==> src/rtl/muldiv_unit.sv <==
// Iterative multiply/divide unit: one shift-add or restoring shift-subtract step per cycle.
// Defining MULDIV_SIGNED_EN enables two's-complement operation selected by op_i[1].
module muldiv_unit #(
    parameter int unsigned WIDTH = 16
) (
    input  logic               clk_i,
    input  logic               rst_ni,
    input  logic               start_i,
    input  logic [1:0]         op_i,
    input  logic [WIDTH-1:0]   a_i,
    input  logic [WIDTH-1:0]   b_i,
    input  logic               flush_i,
    output logic               busy_o,
    output logic               done_o,
    output logic [2*WIDTH-1:0] result_o,
    output logic               div_by_zero_o
);

    localparam int unsigned CntW = $clog2(WIDTH + 1);

    typedef enum logic [1:0] {StIdle, StRun, StDone} state_e;

    state_e               state_q, state_d;
    logic [CntW-1:0]      cnt_q, cnt_d;
    logic [2*WIDTH-1:0]   acc_q, acc_d;
    logic [WIDTH-1:0]     opnd_q, opnd_d;
    logic                 is_div_q, is_div_d;
    logic                 dz_pend_q, dz_pend_d;
    logic [2*WIDTH-1:0]   result_q, result_d;
    logic                 dz_q, dz_d;
    logic                 busy_q, busy_d;
    logic                 done_q, done_d;

    logic [WIDTH-1:0]     a_mag, b_mag;
    logic [WIDTH:0]       mul_sum, rem_sh, rem_diff;
    logic                 div_ge;
    logic [2*WIDTH-1:0]   step;
    logic [2*WIDTH-1:0]   fin_prod;
    logic [WIDTH-1:0]     fin_q, fin_r, dz_rem;

`ifdef MULDIV_SIGNED_EN
    logic neg_p_q, neg_p_d;  // product / quotient negate
    logic neg_r_q, neg_r_d;  // remainder negate
    logic a_neg, b_neg;

    always_comb begin
        a_neg    = op_i[1] & a_i[WIDTH-1];
        b_neg    = op_i[1] & b_i[WIDTH-1];
        a_mag    = a_neg ? -a_i : a_i;
        b_mag    = b_neg ? -b_i : b_i;
        fin_prod = neg_p_q ? -step : step;
        fin_q    = neg_p_q ? -step[WIDTH-1:0] : step[WIDTH-1:0];
        fin_r    = neg_r_q ? -step[2*WIDTH-1:WIDTH] : step[2*WIDTH-1:WIDTH];
        dz_rem   = neg_r_q ? -acc_q[WIDTH-1:0] : acc_q[WIDTH-1:0];
    end
`else
    logic unused_op_sign;
    assign unused_op_sign = op_i[1];

    always_comb begin
        a_mag    = a_i;
        b_mag    = b_i;
        fin_prod = step;
        fin_q    = step[WIDTH-1:0];
        fin_r    = step[2*WIDTH-1:WIDTH];
        dz_rem   = acc_q[WIDTH-1:0];
    end
`endif

    // acc holds {high, low}: multiply {partial product, multiplier}, divide {remainder, quotient}
    always_comb begin
        mul_sum  = {1'b0, acc_q[2*WIDTH-1:WIDTH]} + (acc_q[0] ? {1'b0, opnd_q} : '0);
        rem_sh   = {acc_q[2*WIDTH-1:WIDTH], acc_q[WIDTH-1]};
        rem_diff = rem_sh - {1'b0, opnd_q};
        div_ge   = ~rem_diff[WIDTH];
        if (is_div_q) begin
            step = {(div_ge ? rem_diff[WIDTH-1:0] : rem_sh[WIDTH-1:0]),
                    acc_q[WIDTH-2:0], div_ge};
        end else begin
            step = {mul_sum, acc_q[WIDTH-1:1]};
        end
    end

    always_comb begin
        state_d   = state_q;
        cnt_d     = cnt_q;
        acc_d     = acc_q;
        opnd_d    = opnd_q;
        is_div_d  = is_div_q;
        dz_pend_d = dz_pend_q;
        result_d  = result_q;
        dz_d      = dz_q;
        busy_d    = busy_q;
        done_d    = 1'b0;
`ifdef MULDIV_SIGNED_EN
        neg_p_d   = neg_p_q;
        neg_r_d   = neg_r_q;
`endif
        case (state_q)
            StIdle, StDone: begin
                state_d = StIdle;
                busy_d  = 1'b0;
                if (start_i) begin
                    state_d   = StRun;
                    busy_d    = 1'b1;
                    cnt_d     = CntW'(WIDTH);
                    is_div_d  = op_i[0];
                    dz_pend_d = op_i[0] && (b_i == '0);
                    opnd_d    = op_i[0] ? b_mag : a_mag;
                    acc_d     = {{WIDTH{1'b0}}, (op_i[0] ? a_mag : b_mag)};
`ifdef MULDIV_SIGNED_EN
                    neg_p_d   = a_neg ^ b_neg;
                    neg_r_d   = a_neg;
`endif
                end
            end
            StRun: begin
                if (dz_pend_q) begin
                    state_d  = StDone;
                    busy_d   = 1'b0;
                    done_d   = 1'b1;
                    cnt_d    = '0;
                    dz_d     = 1'b1;
                    result_d = {dz_rem, {WIDTH{1'b1}}};
                end else begin
                    acc_d = step;
                    cnt_d = cnt_q - 1'b1;
                    if (cnt_q == CntW'(1)) begin
                        state_d  = StDone;
                        busy_d   = 1'b0;
                        done_d   = 1'b1;
                        dz_d     = 1'b0;
                        result_d = is_div_q ? {fin_r, fin_q} : fin_prod;
                    end
                end
            end
            default: begin
                state_d = StIdle;
                busy_d  = 1'b0;
            end
        endcase
        // flush overrides everything, including a simultaneous start
        if (flush_i) begin
            state_d  = StIdle;
            busy_d   = 1'b0;
            done_d   = 1'b0;
            cnt_d    = '0;
            result_d = result_q;
            dz_d     = dz_q;
        end
    end

    always_ff @(posedge clk_i) begin
        if (!rst_ni) begin
            state_q   <= StIdle;
            cnt_q     <= '0;
            acc_q     <= '0;
            opnd_q    <= '0;
            is_div_q  <= 1'b0;
            dz_pend_q <= 1'b0;
            result_q  <= '0;
            dz_q      <= 1'b0;
            busy_q    <= 1'b0;
            done_q    <= 1'b0;
`ifdef MULDIV_SIGNED_EN
            neg_p_q   <= 1'b0;
            neg_r_q   <= 1'b0;
`endif
        end else begin
            state_q   <= state_d;
            cnt_q     <= cnt_d;
            acc_q     <= acc_d;
            opnd_q    <= opnd_d;
            is_div_q  <= is_div_d;
            dz_pend_q <= dz_pend_d;
            result_q  <= result_d;
            dz_q      <= dz_d;
            busy_q    <= busy_d;
            done_q    <= done_d;
`ifdef MULDIV_SIGNED_EN
            neg_p_q   <= neg_p_d;
            neg_r_q   <= neg_r_d;
`endif
        end
    end

    assign busy_o        = busy_q;
    assign done_o        = done_q;
    assign result_o      = result_q;
    assign div_by_zero_o = dz_q;

endmodule
==> config.mk <==
export PLATFORM = sky130hd
export DESIGN_NAME = muldiv_unit
export DESIGN_NICKNAME = d
export VERILOG_FILES = /design/src/rtl/muldiv_unit.sv
export SDC_FILE = /design/constraint.sdc
export NUM_CORES = 1
export LEC_CHECK = 0
export ABC_AREA = 1
export BUFFER_PORTS_ARGS = -buffer_cell sky130_fd_sc_hd__buf_4
export CORE_UTILIZATION = 46
export DETAILED_ROUTE_END_ITERATION = 12
export PLACE_DENSITY = 0.65
export SYNTH_ARGS = -nofsm -noshare
export SYNTH_HDL_FRONTEND = slang
export SYNTH_SLANG_ARGS = --single-unit
==> constraint.sdc <==
create_clock -name clk_i -period 7.1 [get_ports clk_i]
set_clock_uncertainty 0.05 [all_clocks]
set_input_delay 0.71 -clock clk_i [delete_from_list [all_inputs] [get_ports clk_i]]
set_output_delay 0.71 -clock clk_i [all_outputs]
set_load 0.01 [all_outputs]
======== After elaboration in Yosys (flattened, before gate mapping) ========
Cells that the tools add are included.
operators by class
  add/subtract/negate cells ............... 3
  multiply operators ...................... 0
  divide/modulo/power cells ............... 0
  order comparisons ....................... 0
  equal/unequal tests ..................... 6
  shift operators ......................... 0
  multiplexer cells ....................... 24
  bitwise logic cells ..................... 4
  reduce and logical (&&, ||, !) cells .... 12
operators by type and width
  cell                                                  number
  two-way mux 32 bit                                    5
  two-way mux 16 bit                                    4
  one-hot mux 32 bit (2 select lines)                   1
  adder 16 x 16 -> 17 bit                               1
  subtractor 17 x 16 -> 17 bit                          1
  zero test 16 bit                                      1
  two-way mux 5 bit                                     2
  one-hot mux 5 bit (2 select lines)                    1
  two-way mux 1 bit                                     7
  AND reduction 3 bit                                   2
  equality test 5 x 1 -> 1 bit (second input constant)  1
  subtractor 5 x 1 -> 5 bit (second input constant)     1
  two-way mux 2 bit                                     2
  != test 2 bit (second input constant)                 2
  inverter 1 bit                                        4
  one-hot mux 2 bit (2 select lines)                    1
  AND reduction 2 bit                                   2
  nonzero test 2 bit                                    2
  OR reduction 2 bit                                    2
  != test 3 bit (second input constant)                 1
  OR reduction 3 bit                                    1
  equality test 2 x 1 -> 1 bit (second input constant)  1
  equality test 2 bit (second input constant)           1
  zero test 2 bit                                       1
  2 further kinds                                       2
storage, ports and cells
  flip-flop bits (word level) ............. 92
  latch bits .............................. 0
  bits in writable memories ............... 0
  bits in read-only memories .............. 0
  input bits .............................. 38
  output and inout bits ................... 35
  word-level logic and storage cells ...... 59
  memories ................................ 0

======== Longest topological paths before layout ========
Gate-level depths: netlist of run 1.
  depth after elaboration ................. 5
  gate-level depth with buffers ........... 18
  depth with buffers taken out ............ 18

======== Least setup slack after synthesis of run 1 ========
OpenSTA, ideal clock, no wires.
  path kind ............................... register -> register
  from .................................... reg acc_q[0]
  to ...................................... reg result_q[25], in the netlist result_o[25]
  setup time .............................. 0.070 ns
  arrival ................................. 2.192 ns
  data required time ...................... 6.980 ns
  path slack .............................. 4.788 ns
  cell stages (with the launch flop) ...... 17
  path buffers ............................ 2
  clock period less this slack ............ 2.312 ns
  cell sequence ........................... dfxtp_1 > buf_4 > clkbuf_1 > nand2_1 > inv_1 > ha_1 > fa_1 > nand3_1 > nand2_1 > nand2_1 > nand2_1 > a21oi_1 > xor2_1 > nand2_1 > nand2_1 > nand2_1 > a21oi_1
between the ends
  word-level cells in the longest chain between the ends .. 5
ends and longest elaborated chain
  item                      line  source
  start: declaration        25    logic [2*WIDTH-1:0] acc_q, acc_d;
  start signal: assignment  157   acc_q <= '0;
  start signal: assignment  172   acc_q <= acc_d;
  two-way mux 16 bit        72    mul_sum = {1'b0, acc_q[2*WIDTH-1:WIDTH]} + (acc_q[0] ? {1'b0, opnd_q} : '0);
  adder 16 x 16 -> 17 bit   72
  two-way mux 32 bit        76    if (is_div_q) begin
  two-way mux 32 bit        128   if (cnt_q == CntW'(1)) begin
  two-way mux 32 bit        118   if (dz_pend_q) begin
  end signal: assignment    176   result_q <= result_d;
  end: declaration          29    logic [2*WIDTH-1:0] result_q, result_d;
No other way between the ends. The select of a mux whose other input is x is not followed.
A chain may end at the register's enable or synchronous reset.

======== Final worst setup path of run 1 ========
  from .................................... reg dz_pend_q
  to ...................................... reg result_q[24], in the netlist result_o[24]
between the ends
  word-level cells in the longest chain between the ends .. 2
  elaborated cells between the ends (all ways) .. 3
  those cells by class .................... 1 x mux; 2 x reduce/logical
ends and longest elaborated chain
  item                           line  source
  start: declaration             28    logic dz_pend_q, dz_pend_d;
  start signal: assignment       175   dz_pend_q <= dz_pend_d;
  nonzero test 2 bit (no line)   n/a
  AND reduction 3 bit (no line)  n/a
Parallel ways exist; a longest one is shown, timed or not.

==> results.ini, run 1 <==
[clock_tree]
clockBufferDepth = 2
htree_levels = 3
numClockSinks = 91
cts_tree = built
cts-buffers-inserted = 9
path_clk_slew_ns = 0.07
cts_hold_buf = 0
clk_latency_ns = 0.35
cts_setup_buffers = 0
cts_root_buf = clkbuf_16
cts_resized = 0

[global_route]
overflow = 0
grt_pass1_vias = 5786
antenna_found_initial = 0
grt_pass1_wl_um = 30730
grt_max_degree = 58
grtUsageTotal = 0.2734

[setup_path]
startpoint_type = register
reg2reg_depth = 6
worst-path-max-fanout = 33
crit_type = reg2reg
reg2reg_from = dz_pend_q
critPathArrivalTime_ns = 3.53
cp-end-kind = register
required_ns = 7.32
r2r_end = result_o[24]
r2r_slack_ns = 3.79

[finish]
fin_nets = 1097
final_cell_mix = nand2_1, inv_1, a21oi_1
utilization = 0.5280
antenna-diode-count = 0
syn_to_final_growth_pct = 12.49
final_common_cell = nand2_1
layout-drive-gt1-share = 0.1420

[routing]
vias_per_cell = 5.450
wl_um = 19410
wl_per_cell_um = 16.07
drt_iter0_markers = 573
first_pass_iters = 5
route.detailed.drc = 0
final_antenna_net_count = 0
vias = 6583

[min_path]
hp-class = reg2reg
min_delay_path_depth = 2
worstHoldStart = result_o[3]
hold_end = result_o[3]

[logic_synthesis]
syn-cell-area_um2 = 6490
yosysSeqAreaShare = 0.2807
synth_simple_gate_area_share = 0.3181
synthesis.instances = 986
synth_flop_cell = dfxtp_1
synth_top_family_by_area = simple AND/OR/NAND/NOR gates
ys_ff_latch = 91
synth_mux_area_frac = 0
synth_edf_count = 0
yosys_warnings = 0
synth_compound_area_frac = 0.2007
synth_cell_types = 46
postSynthAreaPerCell_um2 = 6.582
synth_xor_area_frac = 0.01484
yosys.area_share.adder = 0.07172
synth_nets = 1060
async_flop_share = 0

[timing]
max_freq_ghz = 0.3020
rsz0062_at_grt = no
post-route-period-util = 0.4664
slew_viol_final = 0
final_hold_viol_count = 0
slew_headroom = 0.2471
final-setup-viol-count = 0
period_minus_slack_ns = 3.312
finalWorstSetupSlack_ns = 3.788
max_slew.worst_pin.slew_ns = 1.125
timing.setup.tns_ns = 0

[placed_design]
pre_cts_slack_ns = 3.923
io_buffer_count = 71
dp_hpwl_um = 14970
gp_congestion = 0.8795

[power]
p_leak_uw = 0.003470
ir_worst_vdd_v = 0.0001527
powerDensity_nw_per_um2 = 182.0

[floorplan]
initial_core_util = 0.4694
die_h_um = 120.8
rows = 43
die_w_um = 120.8
ios = 73
core-area_um2 = 13830
die-area_um2 = 14590

[run_status]
status = finished clean

[flow_run]
cap_viol_max_count = 0

## per-layer routing
layer	part of all wire	global-route usage	vias to the layer above
met5	0	0	-
met4	0.028	0.1034	0
met3	0.069	0.03726	31
met2	0.41	0.3919	230
met1	0.49	0.4091	3003
li1	-	-	3319
## cells by family (layout without fill, tap and decap cells)
family	after synthesis	count (layout)
simple gates	461	461
flops	91	91
buf+inv	168	210
fa+ha+maj	36	36
compound gates	219	219
xor+xnor	11	11
## synthesized netlist by cell type (all sizes together), types with 6 or more instances
master,instances,area (um2)
a21oi,105,585.6
a221oi,14,122.6
a22oi,16,120.1
a31oi,11,68.82
buf,16,128.9
clkbuf,31,156.4
dfxtp,91,1822
ha,34,425.4
inv,119,446.7
nand2,308,1226
nand3,77,458.0
nand3b,11,82.58
nor2,48,185.2
nor3,6,41.29
o21ai,58,290.3
xor2,7,61.31
## registers in the layout, indices dropped and copies added, names as in the netlist
| signal | flops |
|---|---|
| cnt_q | 5 |
| is_div_q | 1 |
| div_by_zero_o | 1 |
| acc_q | 32 |
| result_o | 32 |
| state_q | 2 |
| dz_pend_q | 1 |
| opnd_q | 16 |
| done_o | 1 |
## layout make-up
cell class	count	area, um2
clock buffers	11	252.7
clock inverters	5	67.56
inverters	121	454.2
repair buffers	73	548.0
fillers	1399	6526
flip-flops and latches	91	1822
multi-input cells	727	3931
well taps	180	225.2
## worst max-delay path by stage
stage               startpoint            to  slack, ns  cells after the start
floorplan             acc_q[0]  result_o[25]       4.79                     16
global placement     dz_pend_q  result_o[28]       3.96                      6
detailed placement   dz_pend_q  result_o[24]       3.92                      6
CTS                  dz_pend_q  result_o[24]       3.90                      6
global route         dz_pend_q  result_o[18]       3.44                      6
finish               dz_pend_q  result_o[24]       3.79                      6
## report_power, final
group / switching, uW / internal [uW] / total [uW] / leakage [uW]
clock network: 223 / 298 / 521 / 0.000158
logic: 170 / 86.3 / 256 / 0.00257
registers: 23.8 / 529 / 552 / 0.000741
## through the flow
| step | instances | hold WS, ns | cell area, um2 | power [uW] |
|---|---|---|---|---|
| global placement | 1192 | 0.4211 | 6980 | 814.3 |
| global route | 1208 | 0.4615 | 7301 | 1384 |
| floorplan | 986 | 0.4071 | 6490 | 742.9 |
| finish | 1208 | 0.4415 | 7301 | 1329 |
| detailed placement | 1192 | 0.4255 | 6980 | 815.2 |
| CTS | 1208 | 0.4416 | 7301 | 1328 |
## worst max-delay path, cell delays in order, from the launching register on
cell	delay, ns
dfxtp_1	0.74
inv_1	0.24
nand2_1	0.14
nand3_2	0.55
nor2_1	1.11
a22oi_1	0.18
a21oi_2	0.20
Power figures use the tool's default switching activity.
==> run 2, diff against run 1 <==
==> constraint.sdc (replaced) <==
create_clock -name clk_i -period 3.2 [get_ports clk_i]
set_clock_uncertainty 0.05 [all_clocks]
set_input_delay 0.32 -clock clk_i [delete_from_list [all_inputs] [get_ports clk_i]]
set_output_delay 0.32 -clock clk_i [all_outputs]
set_load 0.01 [all_outputs]
==> results.ini, run 2 (same netlist as run 1, synthesis figures left out) <==
[placed_design]
dp_hpwl_um = 15140  ; +1.1%
pre_cts_slack_ns = 0.4298  ; -3.494 ns
gp_congestion = 0.8927  ; +1.5%
io_buffer_count = 71  ; unchanged

[finish]
fillers = 1424  ; +1.8%
fin_nets = 1107  ; +0.91%
multi_input_area_um2 = 3929  ; about the same
layout-drive-gt1-share = 0.1485  ; +0.006482
utilization = 0.5336  ; +0.005610
syn_to_final_growth_pct = 13.69
antenna-diode-count = 0  ; unchanged
seq_area_um2 = 1822  ; unchanged
final_cell_mix = nand2_1, inv_1, a21oi_1
final_common_cell = nand2_1

[timing]
timing.setup.tns_ns = 0  ; unchanged
final-setup-viol-count = 0  ; unchanged
period_minus_slack_ns = 2.779  ; -0.5322 ns
finalWorstSetupSlack_ns = 0.4206  ; -3.368 ns
rsz0062_at_grt = no
post-route-period-util = 0.8686  ; +0.4021
slew_headroom = 0.4519  ; +0.2049
slew_viol_final = 0  ; unchanged
final_hold_viol_count = 0  ; unchanged
holdWs_ns = 0.1860  ; -0.2555 ns
max_freq_ghz = 0.3598  ; +19%
max_slew.worst_pin.slew_ns = 0.8212  ; -0.3041 ns

[setup_path]
required_ns = 3.43  ; -3.89 ns
crit_type = reg2reg
r2r_slack_ns = 0.42  ; -3.37 ns
reg2reg_depth = 17  ; +11
worst-path-max-fanout = 17  ; -48%
reg2reg_from = acc_q[15]
r2r_end = acc_q[30]
startpoint_type = register
cp-end-kind = register
critPathArrivalTime_ns = 3.01  ; -0.52 ns

[floorplan]
initial_core_util = 0.4694  ; unchanged
die_w_um = 120.8  ; unchanged
die-area_um2 = 14590  ; unchanged
ios = 73  ; unchanged
die_h_um = 120.8  ; unchanged
rows = 43  ; unchanged
core-area_um2 = 13830  ; unchanged

[routing]
first_pass_iters = 5  ; unchanged
drt_iter0_markers = 603  ; +5.2%
wl_per_cell_um = 16.04  ; -0.16%
final_antenna_net_count = 0  ; unchanged
wl_um = 19530  ; +0.58%
vias_per_cell = 5.416  ; -0.62%
vias = 6591  ; +0.12%
route.detailed.drc = 0  ; unchanged

[min_path]
min_delay_path_depth = 3  ; +1
worstHoldStart = b_i[0]
hold_end = opnd_q[0]
hp-class = in2reg

[power]
ir_worst_vdd_v = 0.0002444  ; +60%
powerDensity_nw_per_um2 = 404.3  ; +120%
p_leak_uw = 0.003521  ; +1.5%

[clock_tree]
cts_root_buf = clkbuf_16
clk_latency_ns = 0.35  ; about the same
htree_levels = 3  ; unchanged
cts-buffers-inserted = 9  ; unchanged
clockBufferDepth = 2  ; unchanged
cts_setup_buffers = 0  ; unchanged
cts_hold_buf = 0  ; unchanged
cts_resized = 0  ; unchanged
cts_tree = built
path_clk_slew_ns = 0.07  ; about the same
numClockSinks = 91  ; unchanged

[global_route]
overflow = 0  ; unchanged
grt_pass1_wl_um = 31120  ; +1.3%
grt_max_degree = 42  ; -28%
grtUsageTotal = 0.2784  ; +0.005020
antenna_found_initial = 0  ; unchanged
grt_pass1_vias = 6096  ; +5.4%

[flow_run]
cap_viol_max_count = 0  ; unchanged

[run_status]
status = finished clean

run 2: worst max-delay path, stage by stage (launching register included):
cell and delay, ns:
dfxtp_1 0.33, inv_1 0.10, ha_1 0.16, inv_1 0.08, fa_1 0.40, nand2_1 0.07, nand2_1 0.09, nand3_2 0.09
nand2_2 0.09, nand2_4 0.09, nand3_4 0.18, nand2_4 0.28, nand2_1 0.18, nand2_1 0.10, nand2_1 0.08, nand2_1 0.13
nand2_1 0.06, a21oi_1 0.13
run 2: where the power goes:
part	internal (uW)	switching, uW
combinational	196	380
clock	707	477
sequential	1170	50.3
total	2080	907
run 2: cell type report:
type / count / share of cell area
Clock buffer: 10 / 0.03239
Clock inverter: 5 / 0.01170
Tap cell: 180 / 0.03052
Inverter: 121 / 0.06156
Multi-Input combinational cell: 727 / 0.5325
Sequential cell: 91 / 0.2469
Timing Repair Buffer: 83 / 0.08445
run 2: per-layer routing:
metal	GRT usage	part of all wire	routed length (um)
met1	0.3868	0.48	9301
met2	0.4264	0.43	8339
met3	0.05991	0.074	1436
met4	0.08951	0.023	447
met5	0	0	0
run 2: worst max-delay path by stage:
stage               startpoint           end  depth (start not counted)  slack (ns)
finish               acc_q[15]     acc_q[30]                         17        0.42
global route         acc_q[15]     acc_q[30]                         17        0.20
CTS                  acc_q[15]  result_o[30]                         17        0.42
detailed placement   acc_q[15]     acc_q[30]                         17        0.43
global placement     acc_q[15]  result_o[30]                         17        0.48
floorplan             acc_q[0]  result_o[25]                         16        0.89
run 2: through the flow:
| step | cell area, um2 | total power (uW) | instances |
|---|---|---|---|
| finish | 7378 | 2983 | 1217 |
| global route | 7378 | 3106 | 1217 |
| CTS | 7378 | 2990 | 1217 |
| detailed placement | 7053 | 1816 | 1202 |
| global placement | 7053 | 1811 | 1202 |
| floorplan | 6490 | 1648 | 986 |
==> run 3, diff against run 2 <==
--- a/config.mk
+++ b/config.mk
@@ -7,9 +7,9 @@
 export LEC_CHECK = 0
 export ABC_AREA = 1
 export BUFFER_PORTS_ARGS = -buffer_cell sky130_fd_sc_hd__buf_4
-export CORE_UTILIZATION = 46
+export CORE_UTILIZATION = 55
 export DETAILED_ROUTE_END_ITERATION = 12
-export PLACE_DENSITY = 0.65
+export PLACE_DENSITY = 0.76
 export SYNTH_ARGS = -nofsm -noshare
 export SYNTH_HDL_FRONTEND = slang
 export SYNTH_SLANG_ARGS = --single-unit
==> results.ini, run 3 (same netlist as run 1, synthesis figures left out) <==
[setup_path]
crit_chain = inv_1, ha_1, inv_1, fa_1, nand2_1, nand2_1, nand3_2, nand2_2, nand2_4, nand3_4, nand2_4, nand2_1, nand2_1, nand2_1, nand2_1, nand2_1, a21oi_1
cpMaxStageDelayCell = fa_1
cpLargestDelayFamily = simple AND/OR/NAND/NOR gates
startpoint_type = register
timing.critical_path.buf_inv = 2  ; unchanged
crit_type = reg2reg
r2r_slack_ns = 0.45  ; +0.03 ns
worst-path-max-fanout = 17  ; unchanged
cp-end-kind = register
r2r_end = result_o[27]
reg2reg_depth = 17  ; unchanged
reg2reg_from = acc_q[15]
slowest_delay_ns = 0.40  ; about the same
required_ns = 3.44  ; about the same
critPathArrivalTime_ns = 2.99  ; -0.02 ns
crit_top_cell = nand2_1

[clock_tree]
numClockSinks = 91  ; unchanged
cts-buffers-inserted = 9  ; unchanged
path_clk_slew_ns = 0.07  ; about the same
cts_resized = 0  ; unchanged
htree_levels = 3  ; unchanged
clockBufferDepth = 2  ; unchanged
cts_setup_buffers = 0  ; unchanged
cts_root_buf = clkbuf_16
cts_tree = built
clk_latency_ns = 0.35  ; about the same
cts_hold_buf = 0  ; unchanged

[global_route]
grtUsageTotal = 0.3098  ; +0.03139
antenna_found_initial = 0  ; unchanged
grt_pass1_vias = 5905  ; -3.1%
grt_max_degree = 44  ; +4.8%
overflow = 0  ; unchanged
grt_pass1_wl_um = 30100  ; -3.3%

[timing]
max_slew.worst_pin.slew_ns = 0.8705  ; +0.04933 ns
period_minus_slack_ns = 2.754  ; -0.02545 ns
slew_viol_final = 0  ; unchanged
final-setup-viol-count = 0  ; unchanged
final_hold_viol_count = 0  ; unchanged
max_freq_ghz = 0.3631  ; +0.92%
slew_headroom = 0.4188  ; -0.03313
holdWs_ns = 0.1918  ; +0.005763 ns
post-route-period-util = 0.8606  ; -0.007954
timing.setup.tns_ns = 0  ; unchanged
finalWorstSetupSlack_ns = 0.4461  ; +0.02545 ns
rsz0062_at_grt = no

[power]
swShare = 0.3150  ; +0.01096
powerDensity_nw_per_um2 = 396.8  ; -1.9%
netSwitchingPower_uw = 912.1  ; +0.59%
p_leak_uw = 0.003502  ; -0.54%
p_int_uw = 1984  ; -4.4%
power_frac_clock = 0.381  ; -0.016
pwr-share-seq = 0.422  ; +0.012
comb_power_share = 0.197  ; +0.004
ir_worst_vdd_v = 0.0003030  ; +24%
total_power_uw = 2896  ; -2.9%

[placed_design]
gp_congestion = 0.9206  ; +3.1%
dp_cells = 1164  ; -3.2%
io_buffer_count = 71  ; unchanged
pre_cts_slack_ns = 0.4881  ; +0.05834 ns
dp_hpwl_um = 14300  ; -5.5%

[floorplan]
die-area_um2 = 12240  ; -16%
rows = 39  ; -9.3%
core-area_um2 = 11470  ; -17%
ios = 73  ; unchanged
die_h_um = 110.6  ; -8.4%
die_w_um = 110.6  ; -8.4%
initial_core_util = 0.5660  ; +0.09659

[min_path]
hp-class = in2reg
min_delay_path_depth = 3  ; unchanged
worstHoldStart = b_i[0]
hold_end = opnd_q[0]

[routing]
final_antenna_net_count = 0  ; unchanged
drt_iter0_markers = 575  ; -4.6%
wl_per_cell_um = 15.76  ; -1.8%
route.met2.wl_um = 7631  ; -8.5%
vias = 6688  ; +1.5%
wl_met3_um = 1748  ; +22%
vias_per_cell = 5.668  ; +4.7%
wl_um = 18590  ; -4.8%
first_pass_iters = 5  ; unchanged
route.detailed.drc = 0  ; unchanged
m1WireLength_um = 8690  ; -6.6%
highest_layer = met4

[finish]
layout-drive-gt1-share = 0.1475  ; -0.0009643
finalNonFillerCells = 1180  ; -3.0%
final_common_cell = nand2_1
final_cell_mix = nand2_1, inv_1, a21oi_1
syn_to_final_growth_pct = 12.47
fin_nets = 1106  ; -0.090%
antenna-diode-count = 0  ; unchanged

[flow_run]
cap_viol_max_count = 0  ; unchanged

[run_status]
status = finished clean

[run 3: area by class of cell]
cell class	count	area [um2]
clock buffer	10	229.0
clock inverter	6	71.32
fill	1109	4168
inverter	121	454.2
multi-input combinational	727	3929
sequential	91	1822
tap	143	178.9
timing repair buffer	82	615.6
[run 3: per-stage QoR]
step | util | instance area, um2
after floorplan | - | 6490
after global placement | 0.6104 | 6999
after detailed placement | 0.6104 | 6999
after CTS | 0.6366 | 7300
after global routing | 0.6366 | 7300
final | 0.6366 | 7300
[run 3: power by group through the flow]
stage | clock network [uW] | registers, uW | logic (uW)
6_report | 1100 | 1220 | 572
5_1_grt | 1160 | 1230 | 641
4_1_cts | 1110 | 1220 | 564
3_5_place_dp | 0 | 1250 | 560
3_3_place_gp | 0 | 1250 | 554
2_1_floorplan | 0 | 1220 | 429
[run 3: per-layer routing]
metal  track usage  vias to the layer above
met5             0                        -
li1              -                     3340
met1        0.4641                     3013
met3       0.04555                       36
met2        0.4460                      299
met4        0.1129                        0
[run 3: how the worst max path moves through the flow]
stage | start | to | cells past startpoint
global route | acc_q[15] | result_o[27] | 17
floorplan | acc_q[0] | result_o[25] | 16
finish | acc_q[15] | result_o[27] | 17
global placement | acc_q[15] | result_o[27] | 17
detailed placement | acc_q[15] | result_o[27] | 17
CTS | acc_q[15] | result_o[27] | 17
[run 3: worst register-to-register path: cells and delay by family (launching register included)]
family | cells | cell delay [ns]
flops | 1 | 0.34
compound gates | 1 | 0.12
fa+ha+maj | 2 | 0.55
buf+inv | 2 | 0.17
simple gates | 12 | 1.44
